$ cat src/rtl/cpu_pkg.sv
// -----------------------------------------------------------------------------
// cpu_pkg
// Shared definitions for the 16-bit accumulator processor control path:
//   - instruction geometry (INSTRUCTION_REGISTER, OPCODE_WIDTH)
//   - opcode encodings (opcode_t), instruction format [15:11] opcode, [10:0] operand
//   - control FSM states (cu_state_t)
//   - accumulator write-source select encodings
//   - is_listed(): true for every opcode the machine defines
// -----------------------------------------------------------------------------
package cpu_pkg;

    localparam int INSTRUCTION_REGISTER = 16;
    localparam int OPCODE_WIDTH         = 5;

    typedef enum logic [4:0] {
        OP_HLT  = 5'b00000,
        OP_STO  = 5'b00001,
        OP_LD   = 5'b00010,
        OP_LDI  = 5'b00011,
        OP_ADD  = 5'b00100,
        OP_ADDI = 5'b00101,
        OP_SUB  = 5'b00110,
        OP_SUBI = 5'b00111,
        OP_BEQ  = 5'b01000,
        OP_BNE  = 5'b01001,
        OP_JMP  = 5'b01110
    } opcode_t;

    typedef enum logic [1:0] {
        ST_FETCH  = 2'd0,
        ST_DECODE = 2'd1,
        ST_EXEC   = 2'd2,
        ST_HALT   = 2'd3
    } cu_state_t;

    localparam logic [1:0] ACC_SRC_ALU  = 2'b00;
    localparam logic [1:0] ACC_SRC_IMM  = 2'b01;
    localparam logic [1:0] ACC_SRC_DMEM = 2'b10;

    function automatic logic is_listed(input opcode_t op);
        logic listed;
        case (op)
            OP_HLT, OP_STO, OP_LD, OP_LDI, OP_ADD, OP_ADDI,
            OP_SUB, OP_SUBI, OP_BEQ, OP_BNE, OP_JMP: listed = 1'b1;
            default:                                 listed = 1'b0;
        endcase
        return listed;
    endfunction

endpackage

$ cat src/rtl/control_decoder.sv
// -----------------------------------------------------------------------------
// control_decoder
// Purely combinational opcode -> EXEC-state strobe map. The FSM only forwards
// these values while it sits in EXEC, and leaves EXEC when o_done is high.
// Ports:
//   i_opcode      opcode field of the instruction register
//   i_acc_zero    accumulator == 0 (branch condition)
//   i_dmem_ready  data memory access completes this cycle
//   o_done        EXEC completes this cycle (PC update, return to FETCH)
//   o_pc_src      0 = PC+1, 1 = operand
//   o_acc_wr      accumulator load
//   o_acc_src     accumulator source select (ALU / immediate / dmem)
//   o_alu_op      0 add, 1 sub
//   o_alu_b_src   0 dmem data, 1 operand immediate
//   o_dmem_rd/wr  data memory strobes
//   o_is_hlt      opcode is HLT
//   o_is_legal    opcode is one the machine defines
// -----------------------------------------------------------------------------
module control_decoder
    import cpu_pkg::*;
(
    input  opcode_t    i_opcode,
    input  logic       i_acc_zero,
    input  logic       i_dmem_ready,
    output logic       o_done,
    output logic       o_pc_src,
    output logic       o_acc_wr,
    output logic [1:0] o_acc_src,
    output logic       o_alu_op,
    output logic       o_alu_b_src,
    output logic       o_dmem_rd,
    output logic       o_dmem_wr,
    output logic       o_is_hlt,
    output logic       o_is_legal
);

    // Opcode to EXEC strobe mapping; memory ops finish only on dmem_ready.
    always_comb begin
        o_done      = 1'b1;
        o_pc_src    = 1'b0;
        o_acc_wr    = 1'b0;
        o_acc_src   = ACC_SRC_ALU;
        o_alu_op    = 1'b0;
        o_alu_b_src = 1'b0;
        o_dmem_rd   = 1'b0;
        o_dmem_wr   = 1'b0;
        o_is_hlt    = (i_opcode == OP_HLT);
        o_is_legal  = is_listed(i_opcode);
        case (i_opcode)
            OP_LDI: begin
                o_acc_wr  = 1'b1;
                o_acc_src = ACC_SRC_IMM;
            end
            OP_ADDI, OP_SUBI: begin
                o_acc_wr    = 1'b1;
                o_alu_b_src = 1'b1;
                o_alu_op    = (i_opcode == OP_SUBI);
            end
            OP_LD: begin
                // Source select is held through the wait so the datapath mux is stable.
                o_dmem_rd = 1'b1;
                o_acc_src = ACC_SRC_DMEM;
                o_acc_wr  = i_dmem_ready;
                o_done    = i_dmem_ready;
            end
            OP_ADD, OP_SUB: begin
                o_dmem_rd = 1'b1;
                o_alu_op  = (i_opcode == OP_SUB);
                o_acc_wr  = i_dmem_ready;
                o_done    = i_dmem_ready;
            end
            OP_STO: begin
                o_dmem_wr = 1'b1;
                o_done    = i_dmem_ready;
            end
            OP_BEQ: begin
                o_pc_src = i_acc_zero;
            end
            OP_BNE: begin
                o_pc_src = ~i_acc_zero;
            end
            OP_JMP: begin
                o_pc_src = 1'b1;
            end
            default: begin
                // HLT never reaches EXEC; anything else completes as a NOP.
                o_done = 1'b1;
            end
        endcase
    end

endmodule

$ cat src/rtl/control_unit.sv
// -----------------------------------------------------------------------------
// control_unit
// Multi-cycle FETCH / DECODE / EXEC / HALT controller for the 16-bit
// accumulator processor. Consumes the opcode field of the instruction register
// and sequences imem, IR, PC, accumulator and dmem strobes.
// Build option: CU_ILLEGAL_TRAP_EN - when defined, an unlisted opcode traps to
// HALT with `illegal` set; otherwise it executes as a NOP and `illegal` is 0.
// Ports:
//   clock, cu_reset      rising-edge clock, synchronous active-high reset
//   opcode               ir_out[15:11]
//   acc_zero             accumulator == 0
//   imem_ready           instruction word valid this cycle
//   dmem_ready           data access completes this cycle
//   imem_rd, ir_wr       fetch request, instruction register load
//   pc_wr, pc_src        PC update, 0 = PC+1 / 1 = operand
//   acc_wr, acc_src      accumulator load and source select
//   alu_op, alu_b_src    0 add / 1 sub, 0 dmem / 1 immediate
//   dmem_rd, dmem_wr     data memory strobes
//   halted, illegal      FSM in HALT, illegal-opcode trap taken
// Every output is forced low while cu_reset is high.
// -----------------------------------------------------------------------------
module control_unit #(
    parameter int INSTRUCTION_REGISTER = cpu_pkg::INSTRUCTION_REGISTER,
    parameter int OPCODE_WIDTH         = cpu_pkg::OPCODE_WIDTH
) (
    input  logic                    clock,
    input  logic                    cu_reset,
    input  logic [OPCODE_WIDTH-1:0] opcode,
    input  logic                    acc_zero,
    input  logic                    imem_ready,
    input  logic                    dmem_ready,
    output logic                    imem_rd,
    output logic                    ir_wr,
    output logic                    pc_wr,
    output logic                    pc_src,
    output logic                    acc_wr,
    output logic [1:0]              acc_src,
    output logic                    alu_op,
    output logic                    alu_b_src,
    output logic                    dmem_rd,
    output logic                    dmem_wr,
    output logic                    halted,
    output logic                    illegal
);

    import cpu_pkg::*;

    if ((OPCODE_WIDTH != $bits(opcode_t)) || (INSTRUCTION_REGISTER < OPCODE_WIDTH)) begin : g_bad_cfg
        $error("control_unit: opcode field must match opcode_t and fit in the instruction");
    end

    cu_state_t  r_state;
    cu_state_t  w_next_state;
    opcode_t    w_opcode;
    logic       w_trap;

    logic       w_dec_done;
    logic       w_dec_pc_src;
    logic       w_dec_acc_wr;
    logic [1:0] w_dec_acc_src;
    logic       w_dec_alu_op;
    logic       w_dec_alu_b_src;
    logic       w_dec_dmem_rd;
    logic       w_dec_dmem_wr;
    logic       w_dec_hlt;
    logic       w_dec_legal;

    logic       w_imem_rd;
    logic       w_ir_wr;
    logic       w_pc_wr;
    logic       w_pc_src;
    logic       w_acc_wr;
    logic [1:0] w_acc_src;
    logic       w_alu_op;
    logic       w_alu_b_src;
    logic       w_dmem_rd;
    logic       w_dmem_wr;
    logic       w_halted;

    assign w_opcode = opcode_t'(opcode);

    control_decoder u_decoder (
        .i_opcode     (w_opcode),
        .i_acc_zero   (acc_zero),
        .i_dmem_ready (dmem_ready),
        .o_done       (w_dec_done),
        .o_pc_src     (w_dec_pc_src),
        .o_acc_wr     (w_dec_acc_wr),
        .o_acc_src    (w_dec_acc_src),
        .o_alu_op     (w_dec_alu_op),
        .o_alu_b_src  (w_dec_alu_b_src),
        .o_dmem_rd    (w_dec_dmem_rd),
        .o_dmem_wr    (w_dec_dmem_wr),
        .o_is_hlt     (w_dec_hlt),
        .o_is_legal   (w_dec_legal)
    );

`ifdef CU_ILLEGAL_TRAP_EN
    logic r_illegal;

    assign w_trap = ~w_dec_legal;

    // Sticky trap flag, set when DECODE diverts an unlisted opcode to HALT.
    always_ff @(posedge clock) begin
        if (cu_reset) begin
            r_illegal <= 1'b0;
        end else if ((r_state == ST_DECODE) && w_trap && !w_dec_hlt) begin
            r_illegal <= 1'b1;
        end else begin
            r_illegal <= r_illegal;
        end
    end

    assign illegal = r_illegal & ~cu_reset;
`else
    logic w_unused_legal;

    assign w_unused_legal = w_dec_legal;
    assign w_trap         = 1'b0;
    assign illegal        = 1'b0;
`endif

    // State register.
    always_ff @(posedge clock) begin
        if (cu_reset) begin
            r_state <= ST_FETCH;
        end else begin
            r_state <= w_next_state;
        end
    end

    // Next-state and strobe generation; ir_wr and EXEC completion are Mealy on ready.
    always_comb begin
        w_next_state = r_state;
        w_imem_rd    = 1'b0;
        w_ir_wr      = 1'b0;
        w_pc_wr      = 1'b0;
        w_pc_src     = 1'b0;
        w_acc_wr     = 1'b0;
        w_acc_src    = ACC_SRC_ALU;
        w_alu_op     = 1'b0;
        w_alu_b_src  = 1'b0;
        w_dmem_rd    = 1'b0;
        w_dmem_wr    = 1'b0;
        w_halted     = 1'b0;
        case (r_state)
            ST_FETCH: begin
                w_imem_rd = 1'b1;
                if (imem_ready) begin
                    w_ir_wr      = 1'b1;
                    w_next_state = ST_DECODE;
                end else begin
                    w_next_state = ST_FETCH;
                end
            end
            ST_DECODE: begin
                if (w_dec_hlt || w_trap) begin
                    w_next_state = ST_HALT;
                end else begin
                    w_next_state = ST_EXEC;
                end
            end
            ST_EXEC: begin
                w_acc_wr    = w_dec_acc_wr;
                w_acc_src   = w_dec_acc_src;
                w_alu_op    = w_dec_alu_op;
                w_alu_b_src = w_dec_alu_b_src;
                w_dmem_rd   = w_dec_dmem_rd;
                w_dmem_wr   = w_dec_dmem_wr;
                if (w_dec_done) begin
                    w_pc_wr      = 1'b1;
                    w_pc_src     = w_dec_pc_src;
                    w_next_state = ST_FETCH;
                end else begin
                    w_next_state = ST_EXEC;
                end
            end
            ST_HALT: begin
                w_halted     = 1'b1;
                w_next_state = ST_HALT;
            end
            default: begin
                w_next_state = ST_FETCH;
            end
        endcase
    end

    // Reset overrides every output combinationally, so an access in flight is aborted.
    assign imem_rd   = w_imem_rd   & ~cu_reset;
    assign ir_wr     = w_ir_wr     & ~cu_reset;
    assign pc_wr     = w_pc_wr     & ~cu_reset;
    assign pc_src    = w_pc_src    & ~cu_reset;
    assign acc_wr    = w_acc_wr    & ~cu_reset;
    assign acc_src   = w_acc_src   & {2{~cu_reset}};
    assign alu_op    = w_alu_op    & ~cu_reset;
    assign alu_b_src = w_alu_b_src & ~cu_reset;
    assign dmem_rd   = w_dmem_rd   & ~cu_reset;
    assign dmem_wr   = w_dmem_wr   & ~cu_reset;
    assign halted    = w_halted    & ~cu_reset;

endmodule
$ cat config.mk
export PLATFORM = sky130hd
export DESIGN_NAME = control_unit
export DESIGN_NICKNAME = d
export VERILOG_FILES = /design/src/rtl/cpu_pkg.sv /design/src/rtl/control_decoder.sv /design/src/rtl/control_unit.sv
export SDC_FILE = /design/constraint.sdc
export NUM_CORES = 1
export LEC_CHECK = 0
export CAP_MARGIN = 10
export CORE_AREA = 2 2 39 41
export CTS_CLUSTER_DIAMETER = 120
export CTS_CLUSTER_SIZE = 12
export DETAILED_ROUTE_END_ITERATION = 10
export DIE_AREA = 0 0 41 43
export GPL_ROUTABILITY_DRIVEN = 0
export SYNTH_ARGS = -nofsm -noshare
export SYNTH_HDL_FRONTEND = slang
export SYNTH_SLANG_ARGS = --single-unit
$ cat constraint.sdc
create_clock -name clock -period 1.3 [get_ports clock]
set_clock_uncertainty 0.2 [all_clocks]
set_input_delay 0.26 -clock clock [delete_from_list [all_inputs] [get_ports clock]]
set_output_delay 0.26 -clock clock [all_outputs]
set_load 0.02 [all_outputs]
======== After elaboration in Yosys (flattened, before gate mapping) ========
Index checks and enable logic that the tools add are counted.
cells by class
  divide/modulo/power cells ............... 0
  bitwise operators ....................... 13
  shift-type cells ........................ 0
  $add $sub $neg .......................... 0
  muxes and demuxes ....................... 26
  reductions and logical operators ........ 7
  equal/unequal tests ..................... 13
  magnitude comparators ................... 0
  multipliers ............................. 0
operators by type and width
  kind                                                              number
  5-bit by 3-bit == test with 1-bit output (second input constant)  4
  1-bit two-way mux                                                 19
  5-bit by 4-bit == test with 1-bit output (second input constant)  3
  1-bit AND                                                         10
  5-bit by 2-bit == test with 1-bit output (second input constant)  2
  2-bit case mux with 4 select lines                                1
  3-bit OR reduction                                                2
  5-bit by 1-bit == test with 1-bit output (second input constant)  1
  5-bit logical NOT                                                 1
  2-bit == test (second input constant)                             2
  2-bit two-way mux                                                 2
  1-bit case mux with 2 select lines                                2
  2-bit case mux with 2 select lines                                1
  2-bit OR reduction                                                2
  4-bit OR reduction                                                1
  1-bit case mux with 3 select lines                                1
  2-bit AND                                                         1
  2-bit by 1-bit == test with 1-bit output (second input constant)  1
  2-bit logical NOT                                                 1
  1-bit NOT                                                         2
word-level totals
  output and inout port bits .............. 13
  RAM bits ................................ 0
  bits of input ports ..................... 10
  memories ................................ 0
  register bits after elaboration ......... 2
  bits in read-only memories .............. 0
  latch bits .............................. 0

======== Longest topological paths before layout ========
Gate-level depths: netlist (run 1).
  depth after elaboration ................. 6
  mapped depth ............................ 4
  mapped depth without buffers ............ 3

======== Hierarchy ========
A second synthesis (run 1) with hierarchy kept.
second synthesis, totals
  cell total of the unflattened synthesis .. 50
  area, all modules ....................... 359.1 µm²
by module, submodules not included
  module           cells each  instances  seq. area each (µm²)  area each (µm²)
  control_unit     24          1          40.0                  182.7
  control_decoder  26          1          0.0                   176.4

======== Least setup slack after synthesis (run 1) ========
Ideal clock, no wire load.
  path type ............................... register to output
  start point ............................. reg r_state[1]
  end point ............................... out acc_src[0]
  cell stages (with the launch flop) ...... 4
  arrival time ............................ 1.264 ns
  slack ................................... -0.424 ns
  path buffers ............................ 0
  cell sequence ........................... dfxtp_1 nor3b_2 nand3_1 nor3b_1
on the way
  word-level cells in the longest chain between the ends .. 3
RTL lines
  item                    line                 RTL
  from (decl)             control_unit.sv:52   cu_state_t r_state;
  from (signal assigned)  control_unit.sv:128  r_state <= w_next_state;
  2-bit == test           control_unit.sv:146  case (r_state)
  2-bit two-way mux       control_unit.sv:146
  2-bit AND               control_unit.sv:194  assign acc_src = w_acc_src & {2{~cu_reset}};
  to (decl)               control_unit.sv:37   output logic [1:0] acc_src,
Every way passes these cells.

======== Worst setup path after layout (run 1) ========
  start point ............................. reg r_state[0]
  end point ............................... out pc_src
on the way
  word-level cells in the longest chain between the ends .. 3
RTL lines
  item               line                 RTL
  2-bit == test      control_unit.sv:146
  1-bit two-way mux  control_unit.sv:146
  1-bit AND          control_unit.sv:192  assign pc_src = w_pc_src & ~cu_reset;
  to (decl)          control_unit.sv:35   output logic pc_src,
Every way passes these cells.

==> results.cfg, run 1 <==
[yosys]
syn_area_um2 = 265
ys_seq_area_frac = 0.151
syn_nets = 48
ys_types = 23
yosys_warnings = 0
synthCells = 38
synth_top_area_frac = 0.151
synth_area_leaders = dfxtp_1 (15%), nor2_1 (9.9%), nor3_1 (9.4%)
ys_ff_latch = 2
yosys.area.top_type = dfxtp_1
avgSynthCellArea_um2 = 6.98

[grt]
grt_max_degree = 7
grt_overflow_total = 0
grt_pass1_wl_um = 1460
grt_pass1_vias = 360
antenna_found_initial = 0
grt.total_usage = 0.117

[die]
die_x_um = 41
coreArea_mm2 = 0.00138
io_pins = 23
dieArea_mm2 = 0.00176
start_util = 0.192
die_h_um = 43
num_rows = 14

[drt]
drt-total-wl_um = 920
dr.pass1.iters = 3
via_per_inst = 4.45
route.antenna.remaining_nets = 0
post_drt_wl_per_cell_um = 9.79
route.detailed.drc = 0
num_vias = 418
drtIter0Drc = 2

[critical_path]
cpMaxStageDelayCell = dfxtp_2
rrSetupSlack_ps = -90
reg2reg_to = r_state[0]$_SDFF_PP0_
crit_path_end_kind = output port
ff2ff_path_depth = 4
crit_chain = nor3b_4, buf_4, and4b_2, buf_6
crit_path_start_kind = flip-flop
cp_max_fo = 4
cp_data_required_time_ps = 840
critical_path_class = reg -> out
max_stage_delay_ps = 320
critPathArrivalTime_ps = 1350
r2r-start = r_state[0]$_SDFF_PP0_

[clocking]
clk-insertion-delay-late_ps = 220
cts_buffers = 3
clock_tree.htree_level_count = 1
cts.sinks = 2
clockBufferDepth = 2
cts_tree = yes
cts.clk_slew.worst_paths_ps = 30
cts_root_buf = clkbuf_4

[sta]
hold_viol_final = 0
rsz0062_at_grt = yes
setup_viol = 13
fin_crit_sh = 1.40
fin_ws_ps = -515
fin_tns_setup_ps = -4640
max_freq_ghz = 0.551
slew_violations = 0
layout_min_cycle_time_ps = 1810

[place]
dp_hpwl_um = 699
portBuffers = 21
place_inst = 88

[status]
violations = negative setup slack
outcome = finished, violations left

[final_layout]
fin_cells = 94
nets = 90
top_regs = r_state: 2 flops
top_register = r_state
largest_reg_flops = 2
final_core_util = 0.542
syn_to_final_growth_pct = 183
layout_common_cells = buf_4 (18), buf_6 (12), nor3_4 (4)
drive_gt1_frac = 0.782
final_common_cell = buf_4
insertedDiodeCount = 0

[power]
comb_power_share = 0.442
seqPwrFrac = 0.189
p_total_w = 0.000368
power_density_mw_per_mm2 = 490
sw_frac_of_total = 0.307
ir_drop_mv = 0.224
pwr-share-clk = 0.369
leakagePower_nw = 0.339
switchingPower_w = 0.000113
intPower_w = 0.000255

[worst_hold_path]
hp-start = opcode[1]
hp-class = in -> reg
holdPathEnd = r_state[1]$_SDFF_PP0_
whs_path_depth = 4

[flow_run]
max_cap_violations = 0
## power groups by stage
stage                     combinational (W)  clock (W)  sequential (W)
final                              0.000163   0.000136       0.0000693
after global routing               0.000174   0.000142       0.0000700
after CTS                          0.000166   0.000143       0.0000698
after detailed placement           0.000146          0       0.0000703
after global placement             0.000145          0       0.0000700
after floorplan                   0.0000591          0       0.0000724
## through the flow
step / area, um2 / worst slack (ps) / hold slack (ps)
2_1_floorplan: 354 / -210 / 122
6_report: 751 / -515 / 290
3_3_place_gp: 669 / -1190 / 412
4_1_cts: 752 / -529 / 288
5_1_grt: 751 / -590 / 310
3_5_place_dp: 669 / -1190 / 419
## critical path, delay by kind of cell, from the launching register on
family | cells | cell delay [ps]
flops | 1 | 320
buf+inv | 2 | 290
simple gates | 2 | 520
## per-layer routing
layer  track usage  wire length [um]  vias to the layer above
met5             0                 0                        -
met4        0.0400                 0                        0
met3        0.0157                58                        0
met2         0.159               473                       13
met1         0.183               388                      190
li1              -                 -                      215
## kinds of logic after synthesis
group,share of synthesized area
xor+xnor,0.0330
other cells,0.0141
flops,0.151
simple gates,0.609
buf+inv,0.0849
compound gates,0.108
## cell type report
| class | instances | area (um2) |
|---|---|---|
| clock buffers | 3 | 22.5 |
| inverters | 1 | 3.75 |
| flip-flops and latches | 2 | 42.5 |
| fillers | 141 | 633 |
| well taps | 16 | 20.0 |
| repair buffers | 39 | 340 |
| multi-input cells | 33 | 322 |
## synthesized netlist by cell type (all sizes together)
master	instances
nor2	7
nor3	5
nand2	3
and2	2
buf	2
dfxtp	2
nand3	2
nor3b	2
a31oi	1
a41oi	1
and3	1
and4b	1
conb	1
inv	1
nand3b	1
nor4	1
o21ai	1
o2bb2ai	1
or3	1
or3b	1
xor2	1
## how the worst max path moves through the flow
stage / from / endpoint / depth (start not counted)
after floorplan: r_state[1]$_SDFF_PP0_ / acc_src[0] / 3
after global placement: cu_reset / dmem_rd / 5
after detailed placement: opcode[0] / pc_wr / 5
after CTS: r_state[0]$_SDFF_PP0_ / pc_src / 4
after global routing: r_state[0]$_SDFF_PP0_ / pc_src / 4
final: r_state[0]$_SDFF_PP0_ / pc_src / 4
## timing repair
item,in CTS,in global routing
gates cloned,0,0
setup buffers,3,2
hold buffers,0,0
gates resized for setup,102,6
pin swaps,11,7
setup endpoints to repair,14,13
Note: power is estimated with default switching activity, not from simulation.
==> run 2: changes to the inputs <==
--- a/config.mk
+++ b/config.mk
@@ -11,7 +11,6 @@
 export CTS_CLUSTER_SIZE = 12
 export DETAILED_ROUTE_END_ITERATION = 10
 export DIE_AREA = 0 0 41 43
-export GPL_ROUTABILITY_DRIVEN = 0
 export SYNTH_ARGS = -nofsm -noshare
 export SYNTH_HDL_FRONTEND = slang
 export SYNTH_SLANG_ARGS = --single-unit
==> results of run 2 <==
Final layout, timing and power as in run 1 (identical DEF).
==> run 3: changes to the inputs <==
--- a/config.mk
+++ b/config.mk
@@ -11,6 +11,7 @@
 export CTS_CLUSTER_SIZE = 12
 export DETAILED_ROUTE_END_ITERATION = 10
 export DIE_AREA = 0 0 41 43
+export GPL_ROUTABILITY_DRIVEN = 0
 export SYNTH_ARGS = -nofsm -noshare
 export SYNTH_HDL_FRONTEND = slang
 export SYNTH_SLANG_ARGS = --single-unit
==> results of run 3 <==
Final layout, timing and power as in run 1 (identical DEF).
